## src/rtl/alu_sout_decoder.sv

```systemverilog
// Deframes 11-bit packets on the ALU serial output and assembles result or error responses.
// Checks CRC3, parity and framing; one rsp_valid or frame_err pulse per completed/broken packet.
module alu_sout_decoder #(
  parameter int GAP_TIMEOUT = 64
) (
  input  logic        clk,
  input  logic        rst_n,
  input  logic        sout,
  output logic        rsp_valid,
  output logic        rsp_is_err,
  output logic [31:0] result,
  output logic [3:0]  flags,
  output logic [2:0]  crc_rx,
  output logic        crc_ok,
  output logic [5:0]  err_flags,
  output logic        parity_ok,
  output logic        frame_err
);

  localparam int GW = $clog2(GAP_TIMEOUT + 1);
  localparam logic [GW-1:0] GAP_LAST = GW'(GAP_TIMEOUT - 1);

  typedef enum logic [1:0] {
    IDLE  = 2'd0,
    SHIFT = 2'd1,
    CHECK = 2'd2
  } state_t;

  state_t        state;
  state_t        state_next;
  logic [3:0]    bit_cnt;
  logic [8:0]    shreg;
  logic [2:0]    frame_idx;
  logic [31:0]   data_buf;
  logic [GW-1:0] gap_cnt;

  logic       stop_now;
  logic       is_ctl;
  logic [7:0] payload;
  logic       take_data;
  logic       take_rsp;
  logic       take_err;
  logic       bad_frame;
  logic       gap_expired;

  // Remainder of {C, 1'b0, flags} * x^3 modulo x^3+x+1.
  function automatic logic [2:0] crc3(input logic [36:0] msg);
    logic [2:0] c;
    logic       fb;
    c = 3'b000;
    for (int i = 36; i >= 0; i--) begin
      fb = msg[i] ^ c[2];
      c  = {c[1], c[0] ^ fb, fb};
    end
    return c;
  endfunction

  // CHECK doubles as IDLE so a start bit right after a stop bit is not lost.
  always_comb begin
    state_next = state;
    case (state)
      IDLE:    if (!sout) state_next = SHIFT;
      SHIFT:   if (bit_cnt == 4'd9) state_next = CHECK;
      CHECK:   state_next = sout ? IDLE : SHIFT;
      default: state_next = IDLE;
    endcase
  end

  always_comb begin
    stop_now    = (state == SHIFT) && (bit_cnt == 4'd9);
    is_ctl      = shreg[8];
    payload     = shreg[7:0];
    take_data   = 1'b0;
    take_rsp    = 1'b0;
    take_err    = 1'b0;
    bad_frame   = 1'b0;
    gap_expired = (state == IDLE) && (frame_idx != 3'd0) && sout && (gap_cnt == GAP_LAST);
    if (stop_now) begin
      if (!sout) begin
        bad_frame = 1'b1;
      end else if (!is_ctl) begin
        if (frame_idx < 3'd4) take_data = 1'b1;
        else                  bad_frame = 1'b1;
      end else if ((frame_idx == 3'd4) && !payload[7]) begin
        take_rsp = 1'b1;
      end else if ((frame_idx == 3'd0) && payload[7]) begin
        take_err = 1'b1;
      end else begin
        bad_frame = 1'b1;
      end
    end
  end

  always_ff @(posedge clk) begin
    if (!rst_n) begin
      state      <= IDLE;
      bit_cnt    <= 4'd0;
      shreg      <= 9'd0;
      frame_idx  <= 3'd0;
      data_buf   <= 32'd0;
      gap_cnt    <= '0;
      rsp_valid  <= 1'b0;
      frame_err  <= 1'b0;
      rsp_is_err <= 1'b0;
      result     <= 32'd0;
      flags      <= 4'd0;
      crc_rx     <= 3'd0;
      crc_ok     <= 1'b0;
      err_flags  <= 6'd0;
      parity_ok  <= 1'b0;
    end else begin
      state     <= state_next;
      rsp_valid <= take_rsp | take_err;
      frame_err <= bad_frame | gap_expired;

      if (state == SHIFT) begin
        bit_cnt <= bit_cnt + 4'd1;
        shreg   <= {shreg[7:0], sout};
      end else begin
        bit_cnt <= 4'd0;
      end

      if ((state == IDLE) && (frame_idx != 3'd0) && !gap_expired) gap_cnt <= gap_cnt + 1'b1;
      else                                                       gap_cnt <= '0;

      if (bad_frame || gap_expired || take_rsp) frame_idx <= 3'd0;
      else if (take_data)                       frame_idx <= frame_idx + 3'd1;

      if (take_data) begin
        case (frame_idx[1:0])
          2'd0:    data_buf[31:24] <= payload;
          2'd1:    data_buf[23:16] <= payload;
          2'd2:    data_buf[15:8]  <= payload;
          default: data_buf[7:0]   <= payload;
        endcase
      end

      if (take_rsp) begin
        rsp_is_err <= 1'b0;
        result     <= data_buf;
        flags      <= payload[6:3];
        crc_rx     <= payload[2:0];
        crc_ok     <= (crc3({data_buf, 1'b0, payload[6:3]}) == payload[2:0]);
        err_flags  <= 6'd0;
        parity_ok  <= 1'b0;
      end else if (take_err) begin
        rsp_is_err <= 1'b1;
        result     <= 32'd0;
        flags      <= 4'd0;
        crc_rx     <= 3'd0;
        crc_ok     <= 1'b0;
        err_flags  <= payload[6:1];
        parity_ok  <= ~^payload;
      end
    end
  end

endmodule
```

## config.mk

```make
export PLATFORM = sky130hd
export DESIGN_NAME = alu_sout_decoder
export DESIGN_NICKNAME = d
export VERILOG_FILES = /design/src/rtl/alu_sout_decoder.sv
export SDC_FILE = /design/constraint.sdc
export NUM_CORES = 1
export LEC_CHECK = 0
export BUFFER_PORTS_ARGS = -buffer_cell sky130_fd_sc_hd__buf_2
export CAP_MARGIN = 20
export CELL_PAD_IN_SITES_DETAIL_PLACEMENT = 0
export CELL_PAD_IN_SITES_GLOBAL_PLACEMENT = 1
export CORE_ASPECT_RATIO = 0.75
export CORE_MARGIN = 10
export CORE_UTILIZATION = 40
export CTS_CLUSTER_SIZE = 25
export DETAILED_ROUTE_END_ITERATION = 8
export GPL_ROUTABILITY_DRIVEN = 0
export PLACE_DENSITY_LB_ADDON = 0.1
export SLEW_MARGIN = 10
export SYNTH_ARGS = -nofsm -noshare
export SYNTH_HDL_FRONTEND = slang
export SYNTH_SLANG_ARGS = --single-unit
```

## constraint.sdc

```tcl
create_clock -name clk -period 2.6 [get_ports clk]
set_input_delay 0.26 -clock clk [delete_from_list [all_inputs] [get_ports clk]]
set_output_delay 0.26 -clock clk [all_outputs]
set_load 0.02 [all_outputs]
```

; ---- Word level (Yosys, flattened, before mapping)
; Cells that the tools add are included.
[op_classes]
n_addsub = 3
n_lt_le_gt_ge = 1
n_eq_ne = 10
muxes = 31
bitwise = 74
reduce_logical = 27
[ops]
columns = operator, n
row1 = 1-bit XOR, 70
row2 = 32-bit 2-to-1 mux, 2
row3 = 1-bit 2-to-1 mux, 22
row4 = 2-bit AND reduction, 7
row5 = 4-bit 2-to-1 mux, 2
row6 = 8-bit XNOR reduction, 1
row7 = "7-bit by 1-bit adder with 7-bit output, second input constant", 1
row8 = "7-bit by 6-bit equality test with 1-bit output, second input constant", 1
row9 = 1-bit logical AND, 7
row10 = 3-bit 2-to-1 mux, 2
row11 = 2-bit one-hot mux with 3 select lines, 1
row12 = "4-bit by 1-bit adder with 4-bit output, second input constant", 1
row13 = "2-bit by 1-bit equality test with 1-bit output, second input constant", 2
row14 = "2-bit equality test, second input constant", 2
row15 = "4-bit equality test, second input constant", 1
row16 = 2-bit zero test, 2
row17 = 2-bit 2-to-1 mux, 2
row18 = "2-bit inequality test, second input constant", 2
row19 = 2-bit OR reduction, 2
row20 = "3-bit by 1-bit adder with 3-bit output, second input constant", 1
row21 = 3-bit equality test, 1
row22 = "3-bit equality test, second input constant", 1
row23 = 3-bit zero test, 1
row24 = "3-bit < comparator, second input constant", 1
row25 = other kinds (7), 11
[totals]
register_bits = 107
inputBits = 3
output_inout_bits = 50

; ---- Logic depth before layout (Yosys ltp)
; Gate-level depths: netlist of run 1.
[depth]
word_depth = 37
depth_mapped = 10
ltp_nobuf = 8

; ---- Least setup slack after synthesis of run 1
; Ideal clock, no wire load.
[synth_timing]
path_type = reg-to-reg
startpoint = reg data_buf[24]
endpoint = reg crc_ok
setup_ns = 0.069
arrival_ns = 2.443
required_ns = 2.531
setup_slack_ns = 0.089
path_stages_with_launch = 9
synth_period_minus_slack_ns = 2.511
path_cell_list = dfxtp_1 xnor3_1 xnor3_2 xor2_4 xor3_1 nor3_1 o21ai_1 mux4_2 o21ai_1
[synth_via]
elab_chain_cells = 32
word_cells_on_any_way = 60
cone_classes = 1 x eq/ne / 1 x mux / 58 x bitwise
[synth_lines]
columns = item, line_no
row1 = from (decl), 34  ; logic [31:0] data_buf;
row2 = from (signal assigned), 131  ; 2'd0: data_buf[31:24] <= payload;
row3 = 1-bit XOR (*), 52  ; fb = msg[i] ^ c[2];
row4 = 1-bit XOR, 53  ; c = {c[1], c[0] ^ fb, fb};
row5 = 1-bit XOR, 52
row6 = 1-bit XOR, 53
row7 = 1-bit XOR, 52
row8 = 1-bit XOR, 53
row9 = 1-bit XOR, 52
row10 = 1-bit XOR, 53
row11 = [... 16 more ...], -
row12 = 1-bit XOR, 52
row13 = 1-bit XOR, 53
row14 = 1-bit XOR, 52
row15 = 1-bit XOR, 53
row16 = 1-bit XOR, 52
row17 = 1-bit XOR, 53
row18 = 3-bit equality test (*), 143  ; crc_ok <= (crc3({data_buf, 1'b0, payload[6:3]}) == payload[2:0]);
row19 = 1-bit 2-to-1 mux (*), 138  ; if (take_rsp) begin
row20 = to (signal assigned), 143
row21 = to (decl), 14  ; output logic crc_ok,
; Every way passes the cells marked *; elsewhere a longest branch is shown, timed or not.
; A chain may end at the register's enable or synchronous reset.

; ---- Worst setup path in the final report of run 1
[layout_timing]
startpoint = reg data_buf[26]
endpoint = reg crc_ok
[layout_via]
elab_chain_cells = 34
word_cells_on_any_way = 64
cone_classes = 1 x eq/ne / 1 x mux / 62 x bitwise
[layout_lines]
columns = item, line_no
row1 = 1-bit XOR (*), 52
row2 = 1-bit XOR, 53
row3 = 1-bit XOR, 52
row4 = 1-bit XOR, 53
row5 = 1-bit XOR, 52
row6 = 1-bit XOR, 53
row7 = 1-bit XOR, 52
row8 = 1-bit XOR, 53
row9 = [... 18 more ...], -
row10 = 1-bit XOR, 52
row11 = 1-bit XOR, 53
row12 = 1-bit XOR, 52
row13 = 1-bit XOR, 53
row14 = 1-bit XOR, 52
row15 = 1-bit XOR, 53
row16 = 3-bit equality test (*), 143
row17 = 1-bit 2-to-1 mux (*), 138
; Marks and branches as above.

==> results of run 1 <==
metal layers:
layer | share of wire | GRT usage
met1 | 0.48 | 0.206
met2 | 0.44 | 0.227
met3 | 0.066 | 0.0471
met4 | 0.011 | 0.0410
met5 | 0 | 0
registers in the layout (all words and copies together) (netlist names):
| signal | flops |
|---|---|
| rsp_valid | 1 |
| frame_err | 1 |
| parity_ok | 1 |
| state | 2 |
| err_flags | 6 |
| shreg | 9 |
| crc_ok | 1 |
| bit_cnt | 4 |
| data_buf | 32 |
| flags | 4 |
| gap_cnt | 7 |
| rsp_is_err | 1 |
| crc_rx | 3 |
| frame_idx | 3 |
| result | 32 |
worst paths after layout:
path	to	slack, ns	cells after the start
setup / recovery	crc_ok	-0.15	8
hold / removal	shreg[0]	0.22	3
setup reg to reg	crc_ok	-0.15	8
hold reg to reg	gap_cnt[0]	0.45	1
cell families after synthesis:
family                   after synthesis  synth area share
flip-flops                           107             0.454
AO/OA/AOI/OAI                         93             0.144
adder cells (fa/ha/maj)                8            0.0212
XOR/XNOR                              60             0.135
multiplexers                           9            0.0218
AND/OR/NAND/NOR                      184             0.190
buffers and inverters                 43            0.0342
worst register-to-register path, stage by stage, from the launching register on:
cell	delay [ns]
dfxtp_1	0.38
xnor3_1	0.33
xnor3_2	0.47
xnor3_2	0.37
xor2_4	0.21
nor3_2	0.21
o21ai_1	0.12
mux4_2	0.48
o21ai_2	0.11
synth_stat cells (all sizes together), types with 2 or more instances:
cell type | instances | area [µm²]
o21ai | 5 | 25.0
a21boi | 42 | 315
a21oi | 3 | 15.0
a22oi | 39 | 293
nor2b | 41 | 257
mux2i | 8 | 80.1
nand3 | 38 | 190
nand2b | 4 | 25.0
nor4b | 2 | 17.5
nand2 | 59 | 221
xor2 | 19 | 185
nand3b | 2 | 15.0
o22ai | 2 | 12.5
ha | 8 | 100
dfxtp | 107 | 2140
xnor3 | 5 | 114
xnor2 | 35 | 314
nor3 | 9 | 45.0
inv | 5 | 18.8
clkbuf | 37 | 139
nor2 | 24 | 90.1
report_power, final:
group	internal, µW	switching (µW)
clock network	641	594
registers	1640	4.32
logic	34.7	45.1
total	2320	644
stage by stage:
step                instances  utilization  area [µm²]  hold WS, ns
global placement          705        0.454        5260        0.427
detailed placement        705        0.454        5260        0.442
finish                    722        0.488        5640        0.224
global route              722        0.488        5640        0.233
CTS                       720        0.478        5530        0.214
floorplan                 504            -        4720        0.405
repair_timing:
item	CTS	global route
hold buffers	0	0
gates resized for setup	2	19
setup endpoints to repair	1	1
buffers inserted	0	2
pin swaps	1	7
final cells by class:
type / count / area, µm²
clock buffers: 10 / 229
clock inverters: 5 / 31.3
fillers: 1111 / 5930
well taps: 162 / 203
flip-flops and latches: 107 / 2140
repair buffers: 79 / 475
inverters: 5 / 18.8
multi-input cells: 354 / 2540
==> run summary, run 1 <==
========================================================================================
Clock root buffer                                                              clkbuf_16
Clock tree skew after final layout                                            0.00602 ns
Unrepaired setup endpoints after global routing                                     true
Crit path DAT                                                                    3.03 ns
Required arrival time at the worst endpoint                                      2.88 ns
Number of vias in the routed layout                                                 3627
Power density over the cells                                                  525 mW/mm²
Quantity of I/O buffers inserted on ports                                             52
Clock latency on the worst-skew pair                                             0.35 ns
Register bit total from synthesis                                                    107
Via density per instance                                                            5.02
Clock slew at the register clock pins of the worst setup and hold paths          0.07 ns
Most numerous cell on the critical path                                          xnor3_2
Category of cells accounting for the largest share of critical-path delay   XOR/XNOR gates
Relative area change from synthesis to final layout                                19.7%
Number of buffer and inverter instances along the worst setup path                     0
Average wire per cell in the routed design                                       17.5 µm
Final net count                                                                      567
Cells along the critical path                                               xnor3_1 > xnor3_2 > xnor3_2 > xor2_4 > nor3_2 > o21ai_1 > mux4_2 > o21ai_2
Maximum clock path buffer count                                                        2
Final antenna diode count                                                              0
DR iter-0 viols                                                                      191
Path type of the worst setup path                                             reg -> reg
Number of rows created at floorplan                                                   34
Leakage power of the design                                                   0.00207 µW
DR DRC count                                                                           0
Actual slew at the worst max-slew pin                                           0.640 ns
Mapped Cells                                                                         504
Fraction of final layout cells sized beyond drive strength 1                       0.213
Starting Density                                                                   0.408
Synthesized area per cell                                                       9.36 µm²
Dominant register cell in the synthesized netlist                                dfxtp_1
DIE WIDTH                                                                         145 µm
Critical Path Max Stage Delay                                                    0.48 ns
Vertical extent of the die                                                        114 µm
Post-Place Worst Slack                                                        -0.0567 ns
Peak fanout along the critical path                                                    4
Hold violation count in the final report                                               0
Most common library cell in the layout ignoring fill and taps                    dfxtp_1
Number of buffers added by the clock tree synthesis step                               9
Highest-count cells in the layout ignoring fill and taps                    106 x dfxtp_1, 59 x nand2_1, 52 x buf_2
CP max-delay cell                                                                 mux4_2
CTS H-tree lvls                                                                        3
Estimated wirelength of the detail-placed design                                 8740 µm
Number of warnings printed during yosys synthesis                                      0
Beginning of the worst hold path                                                    sout
Sum of overflow across all layers after global routing                                 0
Maximum number of pins on one net before global-route repair                          40
Antenna-violating nets left                                                            0
Setup TNS                                                                      -0.147 ns
Antenna violations before repair                                                       0
Beginning of the worst register-to-register path                            data_buf[26]
Power Total                                                                      2960 µW
Final number of setup-violating endpoints                                              1
Number of pins with negative max-slew slack in the final report                        0
Status                                                                      finished with violations
Violated checks                                                             negative setup slack
Syn nets                                                                             515
Path class of the lowest-slack min-delay path                                  in -> reg
CP startpoint                                                               data_buf[26]
Sequential element share of the synthesized area                                   0.454
Die area                                                                      0.0166 mm²
Distinct cell type count after synthesis                                              35
Share of async-settable or async-resettable flops after synthesis                      0
CTS tree                                                                           built
Share of the cycle needed by the critical path after routing                        1.06
Cell area after technology mapping                                           0.00472 mm²
Min Tclk post-route                                                              2.75 ns
Boundary Pins                                                                         53
Area of the core                                                              0.0116 mm²
Via count of the first global-routing pass                                          3632
Element type at the critical path end                                           register
Max Cap Violations                                                                     0
Clock sinks                                                                          107
Global-route wire length before repair                                          20200 µm
Slack of the critical path                                                     -0.147 ns
Kind of launch point of the worst setup path                                    register
Worst supply voltage drop on vdd                                              0.000321 V
Number of synthesized flops with an enable pin                                         0
Peak Freq                                                                        364 MHz
Final wirelength                                                                12700 µm
Total routing resource utilization after global routing                            0.151
Max_slew headroom                                                                  0.571
First-pass iteration count of the detailed router                                      4
========================================================================================
No activity file was read; power rests on OpenSTA's default activity.
==> run 2: changes to the inputs <==
Settings changed: PLACE_DENSITY set to 0.75, PLACE_DENSITY_LB_ADDON 0.1 to not set.
==> run 2 against run 1 <==
Against the previous run: the flow still finishes with violations (negative setup slack); first-iteration DRC count up 4.7%; hold slack improved by 0.028 ns; design area down 0.44%; critical path type unchanged; flip-flop and latch count did not move.
==> run summary, run 2 (same netlist as run 1, synthesis figures left out) <==
======================================================================================
Max_slew headroom                                                                0.624
Peak Freq                                                                      378 MHz
Switching component of the power                                                659 µW
Number of rows created at floorplan                                                 34
Leakage power of the design                                                 0.00204 µW
Power share of the combinational group                                           0.026
DIE WIDTH                                                                       145 µm
Crit path DAT                                                                  2.93 ns
Unrepaired setup endpoints after global routing                                   true
Global-route wire length before repair                                        19200 µm
Placement Cell Area                                                        0.00524 mm²
Slack of the critical path                                                  -0.0460 ns
Via count of the first global-routing pass                                        3484
CTS tree                                                                         built
Average wire per cell in the routed design                                     16.5 µm
Peak fanout along the critical path                                                  4
Starting Density                                                                 0.408
Sum of overflow across all layers after global routing                               0
Kind of launch point of the worst setup path                                  register
Number of buffers added by the clock tree synthesis step                             9
Actual slew at the worst max-slew pin                                         0.564 ns
Post-route cell area                                                       0.00562 mm²
Boundary Pins                                                                       53
Quantity of I/O buffers inserted on ports                                           52
Highest-count cells in the layout ignoring fill and taps                  103 x dfxtp_1, 59 x nand2_1, 52 x buf_2
Violated checks                                                           negative setup slack
Antenna violations before repair                                                     0
Number of pins with negative max-slew slack in the final report                      0
Estimated wirelength of the detail-placed design                               8140 µm
Post-Place Worst Slack                                                      -0.0751 ns
Clock root buffer                                                            clkbuf_16
Via density per instance                                                          5.00
Hold violation count in the final report                                             0
Largest regs                                                              data_buf x32, result x32, shreg x9
Relative area change from synthesis to final layout                              19.1%
Clock sinks                                                                        107
Clock power frac                                                                 0.428
Worst supply voltage drop on vdd                                            0.000390 V
Count of placed standard cells in the final layout, fillers left out               721
Clock tree skew after final layout                                          0.00691 ns
Area of the core                                                            0.0116 mm²
Maximum clock path buffer count                                                      2
Clock slew at the register clock pins of the worst setup and hold paths        0.07 ns
Total routing resource utilization after global routing                          0.143
Path type of the worst setup path                                           reg -> reg
First-pass iteration count of the detailed router                                    4
Switching share of power                                                         0.219
Reg power frac                                                                   0.546
Final number of setup-violating endpoints                                            1
Element type at the critical path end                                         register
Setup TNS                                                                   -0.0460 ns
Required arrival time at the worst endpoint                                    2.88 ns
Max Cap Violations                                                                   0
Maximum number of pins on one net before global-route repair                        40
Status                                                                    finished with violations
CTS H-tree lvls                                                                      3
Final net count                                                                    565
Min Tclk post-route                                                            2.65 ns
Share of the cycle needed by the critical path after routing                      1.02
Power Total                                                                    3010 µW
Final antenna diode count                                                            0
Antenna-violating nets left                                                          0
Number of vias in the routed layout                                               3608
Fraction of final layout cells sized beyond drive strength 1                     0.213
Most common library cell in the layout ignoring fill and taps                  dfxtp_1
Int Pwr                                                                        2360 µW
Clock latency on the worst-skew pair                                           0.35 ns
Die area                                                                    0.0166 mm²
Power density over the cells                                                537 mW/mm²
Placed Cells                                                                       703
DR DRC count                                                                         0
Vertical extent of the die                                                      114 µm
DR iter-0 viols                                                                    200
Final wirelength                                                              11900 µm
Path class of the lowest-slack min-delay path                                in -> reg
======================================================================================
## run 2: per-layer routing
metal  routed length, µm  vias up  GRT usage
met3                 723        9     0.0507
met5                   0        -          0
met1                5950     1721      0.194
met4                  91        0     0.0316
met2                5150       76      0.212
li1                    -     1802          -
## run 2: area by class of cell
class,count,area (µm²)
clock inverters,5,38.8
inverters,5,18.8
well taps,162,203
fillers,1129,5950
clock buffers,11,243
flip-flops and latches,107,2150
multi-input cells,354,2510
repair buffers,77,460
## run 2: stage by stage
step	hold WS [ns]	utilization
3_5_place_dp	0.437	0.453
4_1_cts	0.235	0.483
5_1_grt	0.247	0.486
6_report	0.253	0.486
3_3_place_gp	0.428	0.453
2_1_floorplan	0.405	-
## run 2: path summary, 6_finish.rpt
| check | start | end | slack [ns] | cells after the start |
|---|---|---|---|---|
| setup / recovery | data_buf[16] | crc_ok | -0.05 | 8 |
| setup reg to reg | data_buf[16] | crc_ok | -0.05 | 8 |
| hold reg to reg | gap_cnt[0] | gap_cnt[0] | 0.45 | 1 |
| hold / removal | sout | shreg[0] | 0.25 | 3 |
## run 2: critical path: stages (launching register included)
cell     delay (ns)
dfxtp_2        0.35
xnor3_1        0.45
xor2_2         0.20
xnor2_2        0.24
xor3_2         0.44
nor3_2         0.20
o21ai_1        0.09
mux4_2         0.49
o21ai_1        0.13
## run 2: what timing repair did
| action | CTS | global route |
|---|---|---|
| gates resized for setup | 14 | 4 |
| pin swaps | 5 | 3 |
| hold buffers | 0 | 0 |
| setup endpoints to repair | 1 | 1 |
| setup buffers | 1 | 1 |
## run 2: power groups by stage
stage          sequential, µW  clock [µW]  combinational (µW)
6_report                 1650        1290                78.7
3_5_place_dp             1680           0                78.8
5_1_grt                  1640        1400                85.0
4_1_cts                  1640        1340                79.2
2_1_floorplan            1680           0                58.2
3_3_place_gp             1680           0                77.8
